<file path="src/rtl/ram_1rw_hs.sv">
// Parameterised single-port RAM with valid/ready request and response handshakes.
// A sequenced clear engine zeroes the array after reset or on demand, so storage carries no reset.
module ram_1rw_hs #(
    parameter  int DATA_W = 8,
    parameter  int ADDR_W = 8,
    parameter  int DEPTH  = 256,
    localparam int STRB_W = DATA_W / 8
) (
    input  logic              i_clk,
    input  logic              i_rst_n,
    input  logic              i_clear,
    output logic              o_busy,
    input  logic [ADDR_W-1:0] i_req_addr,
    input  logic [DATA_W-1:0] i_req_data,
    input  logic [STRB_W-1:0] i_req_strb,
    input  logic              i_req_write,
    input  logic              i_req_valid,
    output logic              o_req_ready,
    output logic [DATA_W-1:0] o_rsp_data,
    output logic              o_rsp_valid,
    input  logic              i_rsp_ready
);

    localparam int PTR_W = (DEPTH > 1) ? $clog2(DEPTH) : 1;
    localparam logic [PTR_W-1:0] PTR_LAST = PTR_W'(DEPTH - 1);

    typedef enum logic {
        ST_CLEAR,
        ST_RUN
    } state_e;

    state_e            state_q, state_d;
    logic [PTR_W-1:0]  ptr_q, ptr_d;
    logic [DATA_W-1:0] mem [DEPTH];

    logic              in_range;
    logic [PTR_W-1:0]  idx;
    logic              wr_fire;
    logic              rd_fire;

    // Addresses at or beyond DEPTH are accepted but never touch the array.
    assign in_range = ({1'b0, i_req_addr} < (ADDR_W + 1)'(DEPTH));
    assign idx      = i_req_addr[PTR_W-1:0];
    assign wr_fire  = i_req_valid && o_req_ready && i_req_write;
    assign rd_fire  = i_req_valid && o_req_ready && !i_req_write;

    always_ff @(posedge i_clk or negedge i_rst_n) begin
        if (!i_rst_n) begin
            state_q <= ST_CLEAR;
            ptr_q   <= '0;
        end else begin
            state_q <= state_d;
            ptr_q   <= ptr_d;
        end
    end

    always_comb begin
        state_d = state_q;
        ptr_d   = ptr_q;
        unique case (state_q)
            ST_CLEAR: begin
                if (i_clear) begin
                    ptr_d = '0;
                end else if (ptr_q == PTR_LAST) begin
                    state_d = ST_RUN;
                    ptr_d   = '0;
                end else begin
                    ptr_d = ptr_q + 1'b1;
                end
            end
            ST_RUN: begin
                if (i_clear) begin
                    state_d = ST_CLEAR;
                    ptr_d   = '0;
                end
            end
            default: begin
                state_d = ST_CLEAR;
                ptr_d   = '0;
            end
        endcase
    end

    always_comb begin
        o_busy      = 1'b0;
        o_req_ready = 1'b0;
        unique case (state_q)
            ST_CLEAR: o_busy = 1'b1;
            ST_RUN:   o_req_ready = !o_rsp_valid || i_rsp_ready;
            default:  o_busy = 1'b1;
        endcase
    end

    // Clear writes and request writes never coincide: requests are only accepted in RUN.
    always_ff @(posedge i_clk) begin
        if (state_q == ST_CLEAR) begin
            mem[ptr_q] <= '0;
        end else if (wr_fire && in_range) begin
            for (int unsigned b = 0; b < STRB_W; b++) begin
                if (i_req_strb[b]) begin
                    mem[idx][8*b +: 8] <= i_req_data[8*b +: 8];
                end
            end
        end
    end

    // Response register is independent of the FSM so a pending response drains through CLEAR.
    always_ff @(posedge i_clk or negedge i_rst_n) begin
        if (!i_rst_n) begin
            o_rsp_valid <= 1'b0;
            o_rsp_data  <= '0;
        end else if (rd_fire) begin
            o_rsp_valid <= 1'b1;
            o_rsp_data  <= in_range ? mem[idx] : '0;
        end else if (i_rsp_ready) begin
            o_rsp_valid <= 1'b0;
        end
    end

endmodule

</file>
<file path="config.mk">
export PLATFORM = sky130hd
export DESIGN_NAME = ram_1rw_hs
export DESIGN_NICKNAME = d
export VERILOG_FILES = /design/src/rtl/ram_1rw_hs.sv
export SDC_FILE = /design/constraint.sdc
export NUM_CORES = 2
export LEC_CHECK = 0
export ABC_AREA = 1
export CAP_MARGIN = 20
export CORE_MARGIN = 1.5
export CORE_UTILIZATION = 44
export CTS_BUF_LIST = sky130_fd_sc_hd__clkbuf_4 sky130_fd_sc_hd__clkbuf_8
export DETAILED_ROUTE_END_ITERATION = 7
export SYNTH_ARGS = -nofsm -noshare
export SYNTH_HDL_FRONTEND = slang
export SYNTH_SLANG_ARGS = --single-unit
</file>
<file path="constraint.sdc">
create_clock -name i_clk -period 13.9 [get_ports i_clk]
set_clock_uncertainty 0.2 [all_clocks]
set_input_delay 2.78 -clock i_clk [delete_from_list [all_inputs] [get_ports i_clk]]
set_output_delay 2.78 -clock i_clk [all_outputs]
set_load 0.01 [all_outputs]
</file>
Word-level counts from Yosys, hierarchy flattened
Memories as Yosys holds them, arrays and structs flattened. A register that Yosys moved wholly into a read port is not among the register bits.
Index checks and enable logic that the tools add are counted.
{"block": "op_classes", "n_reduce_logical": 9, "mux": 19, "bitwise": 1, "addsub": 1, "eq_ne": 2}
{"operator": "$mux W8", "n": 5}
{"operator": "$pmux W8 S2", "n": 1}
{"operator": "$mux W1", "n": 12}
{"operator": "$add A8 B1 Y8 const B", "n": 1}
{"operator": "$eq A8 B8 Y1 const B", "n": 1}
{"operator": "$reduce_or A8 Y1", "n": 1}
{"operator": "$logic_and A1 B1 Y1", "n": 3}
{"operator": "$logic_not A1 Y1", "n": 3}
{"operator": "$ne A2 B2 Y1 const B", "n": 1}
{"operator": "$pmux W1 S2", "n": 1}
{"operator": "$reduce_bool A2 Y1", "n": 1}
{"operator": "$logic_or A1 B1 Y1", "n": 1}
{"operator": "$not A1 Y1", "n": 1}
{"block": "word_totals", "wordCells": 36, "output_inout_bits": 11, "ram_bits": 2048, "inputBits": 23, "n_memories": 1, "ff_bits": 10}
{"name": "mem", "depth": 256, "word_bits": 8, "rd": 1, "rd_clocked_by_memory_dff": 1, "wr": 1, "line": "34", "rtl": "logic [DATA_W-1:0] mem [DEPTH];"}

Longest topological paths before layout
{"block": "logic_depth", "word_depth": 10, "depth_mapped": 15, "depth_no_buf": 13}

Worst setup path after synthesis
No wires, ideal clock.
{"block": "synth_timing", "kind": "input port to flip-flop", "start": "input port i_rsp_ready", "end": "memory mem[0][0], data pin", "setup_slack_ns": 3.244, "t_arrival_ns": 9.063, "cell_stages": 4, "cell_sequence": "nor2_2 nor2_4 nand4_4 nor2_1"}
{"block": "synth_via", "elab_chain_cells": 9}
{"item": "start: declaration", "line": "21", "rtl": "input logic i_rsp_ready"}
{"item": "$logic_or A1 B1 Y1", "line": "89", "rtl": "ST_RUN: o_req_ready = !o_rsp_valid || i_rsp_ready;"}
{"item": "$mux W1", "line": "87", "rtl": "unique case (state_q)"}
{"item": "named net o_req_ready", "line": "18", "rtl": "output logic o_req_ready,"}
{"item": "$logic_and A1 B1 Y1 (2 in a row)", "line": "44", "rtl": "assign wr_fire = i_req_valid && o_req_ready && i_req_write;"}
{"item": "$mux W1", "line": "98", "rtl": "end else if (wr_fire && in_range) begin"}
{"item": "$mux W1", "line": "96", "rtl": "if (state_q == ST_CLEAR) begin"}
{"item": "$mux W1 (implied by the code)", "line": "101", "rtl": "mem[idx][8*b +: 8] <= i_req_data[8*b +: 8];"}
{"item": "$reduce_or A8 Y1 (no line)"}
{"item": "$mux W8 (no line)"}
{"item": "end: declaration", "line": "34"}
The timed path passes the listed nets, and every way through them passes these cells.

Final worst setup path
{"block": "layout_timing", "start": "input port i_rsp_ready", "end": "output port o_req_ready"}
{"block": "layout_via", "elab_chain_cells": 2}
{"item": "$logic_or A1 B1 Y1", "line": "89"}
{"item": "$mux W1", "line": "87"}
{"item": "end: declaration", "line": "18"}
Every way passes these cells.

==> metrics.md <==
| Metric | Value |
|---|---|
| Status | `completed` |
| Mean Syn Cell Area | `11.8 um2` |
| Iter 0 DRT Violations | `6476` |
| Worst Setup EP | `o_req_ready` |
| CORE AREA | `190000 um2` |
| Routed vias | `55200` |
| Post-Synth Adder-Cell Area | `0.0149%` |
| ANT nets after route | `0` |
| Final Hold Vio Count | `0` |
| Slowest stage delay, CP | `580 ps` |
| Initial antenna violation count | `4` |
| Clock latency on the worst-skew pair | `1060 ps` |
| FF-to-FF Start | `o_rsp_valid` |
| Internal | `9600 uW` |
| RSZ-0062 raised after global routing | `false` |
| Mux share of post-synthesis cell area | `0%` |
| WP data arrival | `4460 ps` |
| Post-synth cell types | `31` |
| Area growth syn-to-layout | `10.4%` |
| P_sw | `2790 uW` |
| Synthesized cell area | `83800 um2` |
| XOR/XNOR Fraction of Synth Area | `0.0313%` |
| Max cap viols | `0` |
| Count leader, synth | `nand2_1` |
| Initial Util | `44.2%` |
| Register share of total power | `54.6%` |
| Max-slew violation count | `0` |
| Sw Ratio | `22.5%` |
| DIE HEIGHT | `440 um` |
| CTS Hold Bufs | `0` |
| Asr flop ratio synth | `0.871%` |
| Synth Net Count | `7123` |
| GRT overflow | `0` |
| CTS tree | `done` |
| CTS Buf Count | `340` |
| Max Clk Rate | `134 MHz` |
| Reg2reg end | `mem[140][2]` |
| Post-layout nets | `7105` |
| Vias/cell | `5.62` |
| GPL Wtd Cong | `0.867` |
| Main combinational cell family by area after synthesis | `simple AND/OR/NAND/NOR gates` |
| Worst-path fanout max | `3` |
| Crit end category | `output pin` |
| Hpwl dp | `126000 um` |
| Fin util | `48.8%` |
| Cells after Synth | `7099` |
| Minimum clock period | `7440 ps` |
| GRT Max-Usage Layer | `met2` |
| Area leader, netlist | `edfxtp_1` |
| Synth Area in Compound Gates | `0.169%` |
| Share of layout cells above drive strength 1 | `8.88%` |
| Synthesized flop and latch total | `2066` |
| Required time worst endpoint | `10920 ps` |
| Chip width | `440 um` |
| Final Instance Area | `92600 um2` |
| CTS HTree Levels | `5` |
| Pwr Density | `134 nW/um2` |
| Vias in the first global route | `52600` |
| DRC | `0` |
| Clk pwr share | `40.8%` |
| Synth cell count leaders | `nand2_1 (2096), edfxtp_1 (2048), nand3_1 (2046), clkbuf_1 (294), nor2_1 (292)` |
| Placement Cell Area | `86200 um2` |
| Post-CTS setup buffers | `0` |
| Reg2Reg Setup Slack | `8920 ps` |
| Period utilisation layout | `53.5%` |
| Critical path origin | `i_rsp_ready` |
| Final wirelength | `231000 um` |
| Num rows | `160` |
| Met3 usage | `4.21%` |
| Met2 Use GR | `37.3%` |
| Io pins | `34` |
| Largest net degree at the start of global routing | `207` |
| Setup TNS | `0 ps` |
| Crit path kind | `input pin to output pin` |
| Clock Pin Slew Worst Setup and Hold Paths | `60 ps` |
| Simple-gate area share of the yosys netlist | `23.2%` |
| R2R cell count | `13` |
| Slew margin rel. | `18.2%` |
| Crit path top cell by count | `clkdlybuf4s50_1` |
| CP cell instances | `clkdlybuf4s50_1, nor2_2, nor2_4, clkdlybuf4s50_1` |
| Buffers on Ports | `33` |
| Sequential share of the synthesized area | `73.9%` |
| Most used DFF post-synth | `edfxtp_1` |
| Fillers | `16700` |
| Critical-path top delay cell | `nor2_2` |
| Met1 usage in global routing | `32.9%` |
| First-pass GRT wire length | `343000 um` |
| Routed wire per std cell | `23.5 um` |
| Worst-Margin Slew | `1220 ps` |
| Root Driver | `clkbuf_8` |
| Post-synth EDFFs | `2048` |
| Clk sinks | `2066` |
| Bufs on Longest Clock Path | `4` |
| Total global routing track utilization | `23.7%` |
| Worst Hold Class | `flop to flop` |
| TritonRoute pass-1 iters | `6` |
| Yosys top cell area share | `73.3%` |
| Standby leakage power | `0.0341 uW` |
| Top cells by area, synth | `edfxtp_1 (73%), nand3_1 (12%), nand2_1 (9.4%)` |
| Synth Warn # | `0` |
| Combinational fraction of design power | `4.6%` |
| Die area | `193000 um2` |
| Final setup fails | `0` |
| Startpoint types | `input pin` |
| Post-CTS Resized | `0` |
| VDD IR-drop max | `0.0000651 V` |
==> cell usage in the layout (no fill, tap or decap), types with 3 or more instances in the layout <==
cell                n
nor2_4             14
o21ai_0             6
clkbuf_4          109
buf_8               4
clkbuf_8          351
dfrtp_1            18
buf_6               4
buf_12             10
nand2_2            16
a21oi_1             3
inv_2               6
bufinv_16           5
clkinvlp_4          7
nand2_1          2093
nor2_1            284
o21ai_2             6
edfxtp_1         2048
nand3_1          2046
buf_4              74
nor3_1              3
clkdlybuf4s50_1    28
inv_1              51
inv_8               3
diode_2             3
clkinv_2           29
o22ai_1             3
clkinv_1           80
==> metal layers <==
metal | wire (um) | part of all wire [%]
met5 | 20 | 0.0086
met4 | 7850 | 3.4
met3 | 18700 | 8.1
met2 | 109000 | 47
met1 | 96100 | 42
==> worst max-delay path: cells and delay by family <==
kind	cells	cell delay, ps
buffers and inverters	2	1010
AND/OR/NAND/NOR	2	660
==> power by group through the flow <==
stage | registers, uW | clock network, uW | logic [uW]
after floorplan | 6890 | 0 | 351
after global placement | 6890 | 0 | 561
after detailed placement | 6890 | 0 | 564
after CTS | 6760 | 5120 | 565
after global routing | 6760 | 5370 | 609
final | 6760 | 5060 | 570
==> cell families after synthesis <==
logic type,after synthesis
adder cells (fa/ha/maj),1
XOR/XNOR,3
flip-flops,2066
buffers and inverters,547
AO/OA/AOI/OAI,20
AND/OR/NAND/NOR,4462
==> stage by stage <==
| stage | setup slack, ps | hold slack [ps] | instances | total power, uW |
|---|---|---|---|---|
| finish | 6460 | 410 | 9832 | 12400 |
| global route | 6460 | 408 | 9831 | 12700 |
| CTS | 6420 | 417 | 9825 | 12500 |
| detailed placement | 6190 | 397 | 9246 | 7460 |
| global placement | 6060 | 400 | 9243 | 7450 |
| floorplan | 3240 | 316 | 7099 | 7240 |
==> flip-flops by register name (all words and copies together) (netlist names) <==
signal       count
mem           2048
o_rsp_data       8
o_rsp_valid      1
state_q          1
ptr_q            8
==> layout make-up <==
type / instances / area [um2] / share of cell area [%]
sequential: 2066 / 61900 / 66.9
multi-input combinational: 4486 / 19700 / 21.3
clock buffer: 460 / 5650 / 6.10
tap: 2511 / 3140 / 3.39
timing repair buffer: 123 / 1200 / 1.30
clock inverter: 119 / 641 / 0.692
inverter: 64 / 270 / 0.292
antenna: 3 / 7.51 / 0.00811
==> how the worst min path moves through the flow <==
stage	from	endpoint	slack (ps)	cells past startpoint
2_1_floorplan	o_rsp_data[0]	o_rsp_data[0]	320	2
3_3_place_gp	ptr_q[4]	ptr_q[4]	400	2
3_5_place_dp	o_rsp_data[5]	o_rsp_data[5]	400	2
4_1_cts	o_rsp_data[5]	o_rsp_data[5]	420	2
5_1_grt	o_rsp_data[5]	o_rsp_data[5]	410	2
6_report	o_rsp_data[5]	o_rsp_data[5]	410	2
Note: power is estimated with default switching activity, not from simulation.
